`src/rtl/seq_shift_add_multiplier.sv`:
```
// seq_shift_add_multiplier: unsigned WIDTH x WIDTH multiplier, one shift-add per clock.
// An operand pair is taken over an in_valid/in_ready handshake. The 2*WIDTH-bit product
// is returned over an out_valid/out_ready handshake exactly WIDTH cycles after accept.
module seq_shift_add_multiplier #(
    parameter int unsigned WIDTH = 32
) (
    input  logic                 clk,
    input  logic                 rst,
    input  logic                 in_valid,
    output logic                 in_ready,
    input  logic [WIDTH-1:0]     a,
    input  logic [WIDTH-1:0]     b,
    output logic                 out_valid,
    input  logic                 out_ready,
    output logic [2*WIDTH-1:0]   product
);

    localparam int unsigned CW = $clog2(WIDTH + 1);

    typedef enum logic [1:0] {
        IDLE = 2'd0,
        BUSY = 2'd1,
        DONE = 2'd2
    } state_t;

    state_t           state;
    logic [WIDTH-1:0] mcand;
    logic [WIDTH-1:0] acc_hi;
    logic [WIDTH-1:0] acc_lo;
    logic [CW-1:0]    cnt;
    logic [WIDTH:0]   sum;
    logic             last_step;

    // Conditional add of the multiplicand into the upper half; the carry-out is kept in sum[WIDTH].
    always_comb begin
        sum = {1'b0, acc_hi};
        if (acc_lo[0]) begin
            sum = {1'b0, acc_hi} + {1'b0, mcand};
        end
    end

    assign last_step = (cnt == CW'(WIDTH - 1));

    // Control FSM and datapath registers; in_ready/out_valid are registered alongside the state.
    always_ff @(posedge clk) begin
        if (rst) begin
            state     <= IDLE;
            in_ready  <= 1'b1;
            out_valid <= 1'b0;
            mcand     <= '0;
            acc_hi    <= '0;
            acc_lo    <= '0;
            cnt       <= '0;
        end else begin
            case (state)
                IDLE: begin
                    if (in_valid) begin
                        mcand    <= a;
                        acc_hi   <= '0;
                        acc_lo   <= b;
                        cnt      <= '0;
                        in_ready <= 1'b0;
                        state    <= BUSY;
                    end
                end
                BUSY: begin
                    // Right shift of {sum, acc_lo}; the consumed multiplier bit acc_lo[0] drops out.
                    acc_hi <= sum[WIDTH:1];
                    acc_lo <= {sum[0], acc_lo[WIDTH-1:1]};
                    cnt    <= cnt + CW'(1);
                    if (last_step) begin
                        out_valid <= 1'b1;
                        state     <= DONE;
                    end
                end
                DONE: begin
                    if (out_ready) begin
                        out_valid <= 1'b0;
                        in_ready  <= 1'b1;
                        state     <= IDLE;
                    end
                end
                default: begin
                    out_valid <= 1'b0;
                    in_ready  <= 1'b1;
                    state     <= IDLE;
                end
            endcase
        end
    end

    assign product = {acc_hi, acc_lo};

endmodule

```
`config.mk`:
```
export PLATFORM = sky130hd
export DESIGN_NAME = seq_shift_add_multiplier
export DESIGN_NICKNAME = d
export VERILOG_FILES = /design/src/rtl/seq_shift_add_multiplier.sv
export SDC_FILE = /design/constraint.sdc
export NUM_CORES = 1
export LEC_CHECK = 0
export BUFFER_PORTS_ARGS = -buffer_cell sky130_fd_sc_hd__buf_4
export CORE_MARGIN = 3
export CORE_UTILIZATION = 59
export DETAILED_ROUTE_END_ITERATION = 16
export GPL_ROUTABILITY_DRIVEN = 0
export GPL_TIMING_DRIVEN = 0
export PLACE_DENSITY = 0.86
export SETUP_SLACK_MARGIN = 0.3
export SLEW_MARGIN = 20
export SYNTH_ARGS = -nofsm -noshare
export SYNTH_HDL_FRONTEND = slang
export SYNTH_SLANG_ARGS = --single-unit
export TNS_END_PERCENT = 20
```
`constraint.sdc`:
```
create_clock -name clk -period 5.25 [get_ports clk]
set_input_delay 0.7875 -clock clk [delete_from_list [all_inputs] [get_ports clk]]
set_output_delay 0.7875 -clock clk [all_outputs]
set_load 0.1 [all_outputs]
```
* After elaboration in Yosys (flattened, before gate mapping)
Index checks and enable logic that the tools add are counted.
Widths: inputs -> output; s select.
** Word-level totals
- Flip-flop bits (word level) :: 106
- Input port bits :: 68
- Output and inout bits :: 66
- Logic and storage cells :: 41
** Operators by class
- Add/sub/neg operators :: 2
- Eq/ne operators :: 6
- Muxes and demuxes :: 17
- Bitwise logic cells :: 2
- Reductions and logical operators :: 7
** Operators by type and width (count)
- $pmux 32 s2 :: 2
- $mux 32 :: 2
- $add 32x32->33 :: 1
- $mux 33 :: 1
- $pmux 6 s2 :: 1
- $reduce_and 3->1 :: 3
- $add 6x1->6 const B :: 1
- $eq 6x5->1 const B :: 1
- $mux 2 :: 3
- $mux 6 :: 1
- $ne 2x2->1 const B :: 3
- $pmux 1 s3 :: 2
- $pmux 2 s3 :: 1
- $mux 1 :: 4
- $reduce_and 2->1 :: 2
- $eq 2x1->1 const B :: 1
- $eq 2x2->1 const B :: 1
- $logic_not 2->1 :: 1
- $not 1->1 :: 2
- $reduce_bool 2->1 :: 1

* Logic depth before layout (Yosys ltp)
- Depth in word-level cells :: 3
- Mapped depth :: 9

* Worst setup path after synthesis
Ideal clock, no wire load.
- Path type :: reg-to-reg
- From :: register acc_hi[0]
- To :: register acc_hi[17]
- Setup time :: 127 ps
- Arrival :: 2683 ps
- Data required time :: 5123 ps
- Slack :: 2441 ps
- Cell stages (with the launch flop) :: 10
- Path buffers :: 0
- Clock period less this slack :: 2809 ps
- Cell sequence :: dfxtp_1 ha_1 fa_1 a21oi_1 nor2_2 nand4bb_2 and3_4 o21ai_1 nor3_1 or3_1
** Between the ends
- Word-level cells in the longest chain between the ends :: 3
** Ends and longest elaborated chain
- start, declared :: line 28 : logic [WIDTH-1:0] acc_hi;
- start signal, assigned :: line 68 : acc_hi <= sum[WIDTH:1];
- $add 32x32->33 :: line 38 : sum = {1'b0, acc_hi} + {1'b0, mcand};
- $mux 33 :: line 37 : if (acc_lo[0]) begin
- $pmux 32 s2 :: line 55 : case (state)
Every way passes these cells.
A chain may end at the register's enable or synchronous reset.

* Worst setup path after layout
- From :: register acc_hi[0]
- To :: register acc_hi[31]
The elaborated chain is that of the path after synthesis.

==> results.yml <==
place:
  dpl_cell_area_sq_mm: 0.007151
  hpwl_microns: 13940
  io_buffers: 132
cells_and_area:
  post-route-cell-area_sq_mm: 0.007338
  nets: 1025
  multi_input_area_sq_mm: 0.003651
  num_antenna_cells: 0
  area_growth_pct: 22.44
  num-fill-cells: 811
  drive_above_1_share_pct: 19.50
  seqCellArea_sq_mm: 0.002122
critical_path:
  crit_path_start_kind: "flip-flop"
  cp_num_buf_inv: 0
  worstPathMaxFanout: 5
  crit_type: "flip-flop to flip-flop"
  max_stage_delay_ps: 440
  cp.required_ps: 5540
  cp-end-kind: "flip-flop"
  crit_path_top_delay_cell: "fa_1"
  cp_data_arrival_time_ps: 3010
  cpLargestDelayFamily: "compound AO/OA/AOI/OAI gates"
  path_cells: "ha_1 > fa_1 > a21oi_1 > nor2_2 > nand4bb_2 > a31oi_4 > a211oi_2 > nor3_1 > o32ai_1"
logic_synthesis:
  synthMostInstantiatedCell: "nor2_1"
  async_flop_share_pct: 0
  ys_types: 62
  synth_top_area_cell: "dfxtp_1"
  ys_seq_area_share_pct: 35.41
  synthFlopType: "dfxtp_1"
  synthCells: 780
  synth_top_area_share_pct: 35.41
  synth_area_sq_mm: 0.005993
  synth_seq_cells: 106
  yosysWarnings: 0
  synth_fp_nets: 882
  yosys-top-cells-count: "nor2_1 (145), nand2_1 (107), dfxtp_1 (106)"
  synth_area_leaders: "dfxtp_1 (35%), nor2_1 (9.1%), ha_1 (6.9%)"
  synth_edf_count: 0
  syn_avg_cell_area_sq_um: 7.684
cts:
  clock_latency_ps: 410
  postCtsSetupBuffers: 0
  cts.clk_slew.worst_paths_ps: 110
  cts_tree: "yes"
  cts-resized-gates: 0
  clkSinkCount: 106
  ctsRootBufferMaster: "clkbuf_8"
  postCtsHoldBufs: 0
  h-tree-depth: 3
  clockBufferDepth: 2
  cts_buffers: 9
timing:
  maxSlewHeadroom_pct: 39.32
  setup_viol: 0
  finClkSkew_ps: 23.95
  fmaxAchievable_mhz: 367.6
  worst_slew_pin_slew_ps: 906.9
  layout_min_cycle_time_ps: 2720
  hold_violations: 0
  grt_setup_unrepaired: "false"
  fin_crit_sh_pct: 51.82
  finalSetupTns_ps: 0
  maxSlewViolCount: 0
floorplanning:
  boundaryPins: 134
  rows: 36
  die-area_sq_mm: 0.01140
  initial_core_util_pct: 61.03
  die_h_microns: 106.8
  coreArea_sq_mm: 0.009819
  fp.dieW_microns: 106.8
routing:
  wl_microns: 18630
  ant_nets: 0
  drtPass1Iterations: 5
  drt_iter0_drc: 587
  post_drt_wl_per_cell_microns: 17.56
  vias: 6456
  viasPerCell: 6.085
  drc: 0
pwr:
  ir_drop_v: 0.0002862
  leakage_nw: 3.177
  power_mw: 1.896
  p_per_area_mw_per_mm2: 258.3
global_routing:
  grt_overflow_total: 0
  grt_pass1_vias: 6151
  grt_use_total_pct: 32.86
  grt_antenna_before_repair: 0
  grt_max_degree: 19
  grt_pass1_wl_microns: 30040
min_path:
  min_path_type: "flip-flop to flip-flop"
job:
  cap_violations: 0
status:
  status: "complete, no violations"
-- worst min-delay path, stage by stage, from the launching register on --
cell     delay, ps
dfxtp_1        320
nand2_1         50
a21oi_1         50
-- registers in the layout, summed over array words and instances, names as in the netlist --
signal / flops
cnt: 6
state: 2
acc_lo: 32
mcand: 32
in_ready: 1
acc_hi: 32
out_valid: 1
-- cells by family (layout without fill, tap and decap cells) --
kind of cell	after synthesis	after routing	share of synthesized area, %
XOR/XNOR	23	23	3.361
flip-flops	106	106	35.41
adder cells (fa/ha/maj)	34	34	7.223
AO/OA/AOI/OAI	203	203	22.51
AND/OR/NAND/NOR	350	350	26.10
multiplexers	10	10	1.733
buffers and inverters	54	202	3.674
-- power by group --
| part | internal (mW) | leakage, nW | switching (mW) |
|---|---|---|---|
| logic | 0.141 | 2.22 | 0.378 |
| clock network | 0.189 | 0.0891 | 0.303 |
| registers | 0.848 | 0.869 | 0.0368 |
| total | 1.18 | 3.18 | 0.718 |
-- final timing paths --
| check | endpoint | startpoint | cells past startpoint | slack [ps] |
|---|---|---|---|---|
| max | acc_hi[31] | acc_hi[0] | 9 | 2530 |
| min | mcand[8] | mcand[8] | 2 | 460 |
| max reg2reg | acc_hi[31] | acc_hi[0] | 9 | 2530 |
| min reg2reg | mcand[8] | mcand[8] | 2 | 460 |
-- cells in the final DEF (no fill, tap or decap), drive strengths merged, types with 9 or more instances in the layout --
cell | Yosys | final
a211oi | 13 | 13
clkbuf | 38 | 48
a21o | 11 | 11
a31oi | 9 | 9
xnor2 | 11 | 11
xor2 | 12 | 12
a21oi | 76 | 76
o21ai | 28 | 28
nor3 | 9 | 9
nor4 | 31 | 31
ha | 33 | 33
nor2 | 147 | 147
a22oi | 19 | 19
o22ai | 13 | 13
buf | 11 | 143
dfxtp | 106 | 106
nand3 | 14 | 14
nand2 | 107 | 107
-- through the flow --
step | utilization, % | hold WS, ps | setup slack [ps] | instances
after floorplan | - | 440.0 | 2441 | 780
after global placement | 72.82 | 448.5 | 2639 | 1045
after detailed placement | 72.82 | 450.9 | 2597 | 1045
after CTS | 74.73 | 464.9 | 2647 | 1061
after global routing | 74.73 | 482.3 | 2510 | 1061
final | 74.73 | 462.8 | 2530 | 1061
-- per-layer routing --
| layer | vias up | part of all wire [%] | track usage [%] |
|---|---|---|---|
| li1 | 3070 | - | - |
| met1 | 2996 | 38 | 40.02 |
| met2 | 332 | 49 | 55.98 |
| met3 | 58 | 9.0 | 7.827 |
| met4 | 0 | 3.3 | 12.97 |
| met5 | - | 0 | 0 |
-- final cells by class --
| class | count | share of cell area, % |
|---|---|---|
| multi-input cells | 620 | 49.75 |
| well taps | 133 | 2.268 |
| plain buffers | 49 | 2.745 |
| flip-flops and latches | 106 | 28.92 |
| clock buffers | 10 | 1.876 |
| clock inverters | 6 | 0.6820 |
| repair buffers | 132 | 13.50 |
| inverters | 5 | 0.2558 |
Note: power is estimated with default switching activity, not from simulation.
